**config.mk**
```make
export PLATFORM = sky130hd
export DESIGN_NAME = cam_capture_param
export DESIGN_NICKNAME = d
export VERILOG_FILES = /design/src/rtl/cam_capture_pkg.sv /design/src/rtl/cam_pixel_pack.sv /design/src/rtl/cam_capture_param.sv
export SDC_FILE = /design/constraint.sdc
export NUM_CORES = 1
export LEC_CHECK = 0
export CAP_MARGIN = 20
export CORE_MARGIN = 2
export CORE_UTILIZATION = 29
export DETAILED_ROUTE_END_ITERATION = 10
export PLACE_DENSITY = 0.54
export SLEW_MARGIN = 0
export SYNTH_ARGS = -nofsm -noshare
export SYNTH_HDL_FRONTEND = slang
export SYNTH_SLANG_ARGS = --single-unit
export TNS_END_PERCENT = 1
```
**constraint.sdc**
```tcl
create_clock -name pclk -period 5.35 [get_ports pclk]
set_input_delay 0.8025 -clock pclk [delete_from_list [all_inputs] [get_ports pclk]]
set_output_delay 0.8025 -clock pclk [all_outputs]
set_load 0.005 [all_outputs]
```
**src/rtl/cam_capture_pkg.sv**
```systemverilog
// Shared types and helpers for the OV7670 capture engine.
package cam_capture_pkg;

  typedef enum logic [1:0] {
    MODE_RGB565 = 2'd0,
    MODE_RGB444 = 2'd1,
    MODE_Y      = 2'd2,
    MODE_RSVD   = 2'd3
  } cap_mode_e;

  typedef enum logic [1:0] {
    DECIM_1  = 2'd0,
    DECIM_2  = 2'd1,
    DECIM_4  = 2'd2,
    DECIM_4B = 2'd3
  } cap_decim_e;

  typedef enum logic [1:0] {
    S_SYNC,
    S_VBLANK,
    S_SKIP,
    S_FRAME
  } cap_state_e;

  function automatic logic [15:0] rgb565_to_444(input logic [15:0] pix);
    return {4'h0, pix[15:12], pix[10:7], pix[4:1]};
  endfunction

  // Low col/row bits that must be zero for a pixel to be kept.
  function automatic logic [1:0] decim_mask(input cap_decim_e dec);
    case (dec)
      DECIM_1: return 2'b00;
      DECIM_2: return 2'b01;
      default: return 2'b11;
    endcase
  endfunction

endpackage

```
**src/rtl/cam_pixel_pack.sv**
```systemverilog
// Pairs sensor bytes into pixels and registers the converted storage word.
module cam_pixel_pack
  import cam_capture_pkg::*;
(
  input  logic        pclk,
  input  logic        rst_n,
  input  logic        byte_en,
  input  cap_mode_e   mode,
  input  logic [7:0]  d,
  output logic        phase,
  output logic [15:0] dout
);

  logic [7:0] hi;

  // Any cycle without an accepted byte drops a pending half-pixel.
  always_ff @(posedge pclk) begin
    if (!rst_n) begin
      phase <= 1'b0;
      hi    <= '0;
      dout  <= '0;
    end else if (byte_en) begin
      if (!phase) begin
        hi    <= d;
        phase <= 1'b1;
      end else begin
        phase <= 1'b0;
        case (mode)
          MODE_RGB444: dout <= rgb565_to_444({hi, d});
          MODE_Y:      dout <= {8'h00, hi};
          default:     dout <= {hi, d};
        endcase
      end
    end else begin
      phase <= 1'b0;
    end
  end

endmodule

```
**src/rtl/cam_capture_param.sv**
```systemverilog
// OV7670 capture engine: frame FSM, decimation, frame-buffer addressing and
// per-frame status around the cam_pixel_pack byte pairer.
module cam_capture_param
  import cam_capture_pkg::*;
#(
  parameter int H_ACTIVE  = 640,
  parameter int V_ACTIVE  = 480,
  parameter int ADDR_W    = 17,
  parameter int BUF_DEPTH = 76800
) (
  input  logic              pclk,
  input  logic              rst_n,
  input  logic              en,
  input  logic [1:0]        mode,
  input  logic [1:0]        decim,
  input  logic              vsync,
  input  logic              href,
  input  logic [7:0]        d,
  output logic              wr,
  output logic [ADDR_W-1:0] addr,
  output logic [15:0]       dout,
  output logic              frame_done,
  output logic [15:0]       frame_cnt,
  output logic [ADDR_W-1:0] last_words,
  output logic              overflow,
  output logic              byte_err
);

  localparam int COL_W = ($clog2(H_ACTIVE + 1) < 2) ? 2 : $clog2(H_ACTIVE + 1);
  localparam int ROW_W = ($clog2(V_ACTIVE + 1) < 2) ? 2 : $clog2(V_ACTIVE + 1);
  localparam logic [ADDR_W-1:0] DEPTH = ADDR_W'(BUF_DEPTH);

  cap_state_e        state, state_next;
  cap_mode_e         mode_q;
  cap_decim_e        decim_q;
  logic              line_act;
  logic [COL_W-1:0]  col;
  logic [ROW_W-1:0]  row;
  logic [ADDR_W-1:0] wcnt;
  logic              phase;
  logic              byte_en, pair_done, href_fall, frame_start, frame_end;
  logic              keep;
  logic [1:0]        mask;

  assign byte_en     = (state == S_FRAME) && !vsync && href;
  assign pair_done   = byte_en && phase;
  assign href_fall   = (state == S_FRAME) && !vsync && line_act && !href;
  assign frame_start = (state == S_VBLANK) && !vsync;
  assign frame_end   = (state == S_FRAME) && vsync;
  assign mask        = decim_mask(decim_q);
  assign keep        = ((col & COL_W'(mask)) == '0) && ((row & ROW_W'(mask)) == '0);

  cam_pixel_pack u_pack (
    .pclk    (pclk),
    .rst_n   (rst_n),
    .byte_en (byte_en),
    .mode    (mode_q),
    .d       (d),
    .phase   (phase),
    .dout    (dout)
  );

  always_ff @(posedge pclk) begin
    if (!rst_n) state <= S_SYNC;
    else        state <= state_next;
  end

  always_comb begin
    state_next = state;
    case (state)
      S_SYNC:   if (vsync)  state_next = S_VBLANK;
      S_VBLANK: if (!vsync) state_next = en ? S_FRAME : S_SKIP;
      S_SKIP:   if (vsync)  state_next = S_VBLANK;
      S_FRAME:  if (vsync)  state_next = S_VBLANK;
      default:              state_next = S_SYNC;
    endcase
  end

  // line_act only tracks bytes accepted inside a frame, so a line that was
  // cut by vsync or straddled frame start never produces a row step.
  always_ff @(posedge pclk) begin
    if (!rst_n) begin
      wr         <= 1'b0;
      addr       <= '0;
      frame_done <= 1'b0;
      frame_cnt  <= '0;
      last_words <= '0;
      overflow   <= 1'b0;
      byte_err   <= 1'b0;
      mode_q     <= MODE_RGB565;
      decim_q    <= DECIM_1;
      line_act   <= 1'b0;
      col        <= '0;
      row        <= '0;
      wcnt       <= '0;
    end else begin
      wr         <= 1'b0;
      frame_done <= 1'b0;
      line_act   <= byte_en;
      if (frame_start) begin
        mode_q   <= cap_mode_e'(mode);
        decim_q  <= cap_decim_e'(decim);
        wcnt     <= '0;
        col      <= '0;
        row      <= '0;
        overflow <= 1'b0;
        byte_err <= 1'b0;
      end
      if (pair_done) begin
        col <= col + 1'b1;
        if (keep) begin
          if (wcnt < DEPTH) begin
            wr   <= 1'b1;
            addr <= wcnt;
            wcnt <= wcnt + 1'b1;
          end else begin
            overflow <= 1'b1;
          end
        end
      end
      if (href_fall) begin
        col <= '0;
        row <= row + 1'b1;
        if (phase) byte_err <= 1'b1;
      end
      if (frame_end) begin
        frame_done <= 1'b1;
        frame_cnt  <= frame_cnt + 1'b1;
        last_words <= wcnt;
      end
    end
  end

endmodule

```
==> impl_results.md <==
* Layout cell share with drive strength beyond 1 at 4.06%
* Cell breakdown of the critical path: clkdlybuf4s50_1, and4b_1, nand4_1, or2_1, or4_1, nand4_1
* CP Capture Type: flop
* Setup CP Type: input pin to flop
* Hold_ws at 455 ps
* Drt initial violations at 281
* Antenna violations before repair at 0
* Ys flop type: dfxtp_1
* Remaining DRCs at 0
* CTS clk-pin slew, worst paths at 70 ps
* Yosys top cell area share at 48.5%
* Slowest stage delay, CP at 750 ps
* Crit share post-route at 62.7%
* CTS tree: yes
* Clk Tree Root Cell: clkbuf_16
* Clock sinks at 107
* Hold WC Path Type: flop to flop
* R2r endpoint: wcnt[15]
* CP most frequent cell: nand4_1
* Num CTS Buffers at 9
* Worst Skew at 7.03 ps
* Post-route minimum period at 3350 ps
* Total GRT Usage at 14.1%
* Via count at 3899
* Port bufs at 86
* Die boundary height at 127 microns
* Final hold violations at 0
* Drt pass-1 iters at 4
* IO Pins at 87
* Post-synthesis sequential area ratio at 48.5%
* Post-layout nets at 632
* Max Slew Vio Count at 0
* Final WS setup at 2000 ps
* CTS Hold Bufs at 0
* Max-cap violations at 0
* Vias in the first global route at 3658
* Final Cell Area at 0.00569 sq mm
* Yosys reg bits at 107
* Area Growth Syn to Fin at 29.0%
* Skew-Pair Late Insertion Delay at 350 ps
* Fmax at 0.298 GHz
* Vias per cell at 4.85
* Worst VDD drop at 0.164 mV
* CP max FO at 31
* Die width at 127 microns
* WP data required at 5640 ps
* # rows at 45
* Remaining Overflow, GRT at 0
* Critical Path Source Type: input pin
* Hold path depth at 2
* Min-delay src: addr[8]
* Post-CTS Resized at 0
* Critical path's slowest cell: or2_1
* Most frequent cells in the layout: nand2_1 (134), dfxtp_1 (107), clkdlybuf4s50_1 (86)
* Leakage at 1.85 nW
* PwrDens at 280 mW/mm^2
* Dpl hpwl at 7770 microns
* Final GP Congestion at 0.804
* Mapped cell area at 0.00441 sq mm
* Hold Path End: addr[8]
* Library cells used by synthesis at 46
* Post-CTS Setup Bufs at 0
* Post-DP Area at 0.00536 sq mm
* Crit path DAT at 3640 ps
* Syn Nets at 572
* Commonest non-fill, non-tap cell in the layout: nand2_1
* Register-to-register setup slack at 2630 ps
* Setup TNS at 0 ps
* Synth Instances at 551
* Antenna-violating nets left at 0
* Post-Place Setup Slack at 1660 ps
* H-tree Lvls at 3
* Outcome: finished clean
* Post-DR wirelength/cell at 14.1 microns
* Largest net degree at the start of global routing at 53
* Worst-Margin Slew at 1030 ps
* Synth Warn # at 0
* Fin util at 37.9%
* WL final at 11400 microns
* DIE AREA at 0.0162 sq mm
* Starting Density at 29.4%
* Most area-consuming cells after synthesis: dfxtp_1 (49%), nand2_1 (11%), a21oi_1 (7.0%)
* Synth async-reset ratio at 0%
* Setup violations, final at 0
* Largest area contributor in the netlist: dfxtp_1
* Mapped Avg Cell Area at 8.01 sq um
* Fillers at 1530
* Antenna fix cells at 0
* CTS Buffer Depth at 2
* Worst rel slew slack at 31.4%
* EDFF count, synth at 0
* Worst Reg-to-Reg Cells at 5
* First-pass GRT wire length at 18300 microns
* RSZ-0062 raised after global routing: no
* Core Footprint at 0.0150 sq mm
* Reg2reg start: state[0]
==> metal layers <==
layer,up-vias,global-route usage [%],wire length [microns]
met5,-,0,0
met4,0,4.01,167
met3,17,4.40,540
met2,85,23.1,5400
met1,1805,17.9,5260
li1,1992,-,-
==> layout make-up <==
cell class / instances / area, sq um / share of cell area, %
clock buffer: 11 / 253 / 4.44
clock inverter: 5 / 82.6 / 1.45
inverter: 5 / 18.8 / 0.330
multi-input combinational: 400 / 2080 / 36.6
sequential: 107 / 2140 / 37.6
tap: 188 / 235 / 4.13
timing repair buffer: 88 / 876 / 15.4
==> registers in the layout, indices dropped and copies added, names as in the netlist, 8 cells and up <==
signal       flops
frame_cnt       16
last_words      17
u_pack.hi        8
u_pack.dout     16
wcnt            17
addr            17
==> report_power, final <==
part	total, W	switching, W	internal (W)	leakage [nW]
Clock	0.000742	0.000303	0.000439	0.167
Sequential	0.000801	0.00000247	0.000798	0.862
Combinational	0.0000514	0.0000333	0.0000181	0.824
Total	0.00159	0.000339	0.00125	1.85
==> cell usage after synthesis (all sizes together), types with 5 or more instances <==
cell type,instances
nand3,19
a22oi,9
and3,6
or3,6
nor2,50
buf,14
a21oi,62
nand4,11
mux2i,8
a211oi,5
o21ai,19
nand2,134
xnor2,7
inv,5
dfxtp,107
nor3,11
and2,6
clkbuf,25
xor2,10
==> worst max-delay path: cells and delay by family <==
kind	cells	cell delay, ps
buffers and inverters	1	520
AND/OR/NAND/NOR	5	2310
==> worst max-delay path by stage <==
stage | start | endpoint | slack, ps | cells after the start
2_1_floorplan | vsync | wcnt[15] | 3100 | 6
3_3_place_gp | vsync | wcnt[15] | 1780 | 6
3_5_place_dp | vsync | wcnt[15] | 1660 | 6
4_1_cts | vsync | wcnt[15] | 2020 | 6
5_1_grt | vsync | wcnt[15] | 1760 | 6
6_report | vsync | wcnt[15] | 2000 | 6
==> cells by family (layout without fill, tap and decap cells) <==
group | after synthesis | count (layout) | share of synthesized area, %
xor gates and xnor gates | 17 | 17 | 3.37
adders and majority gates | 4 | 4 | 1.13
AOI/OAI and AO/OA | 106 | 106 | 13.8
muxes | 9 | 9 | 2.07
and+or+nand+nor | 264 | 264 | 26.8
buffers and inverters | 44 | 109 | 4.22
DFF | 107 | 107 | 48.5
==> stage by stage <==
stage / power [W] / instances
finish: 0.00159 / 804
detailed placement: 0.000871 / 788
global placement: 0.000870 / 788
floorplan: 0.000849 / 551
global route: 0.00165 / 804
CTS: 0.00161 / 804
Note: power is estimated with default switching activity, not from simulation.
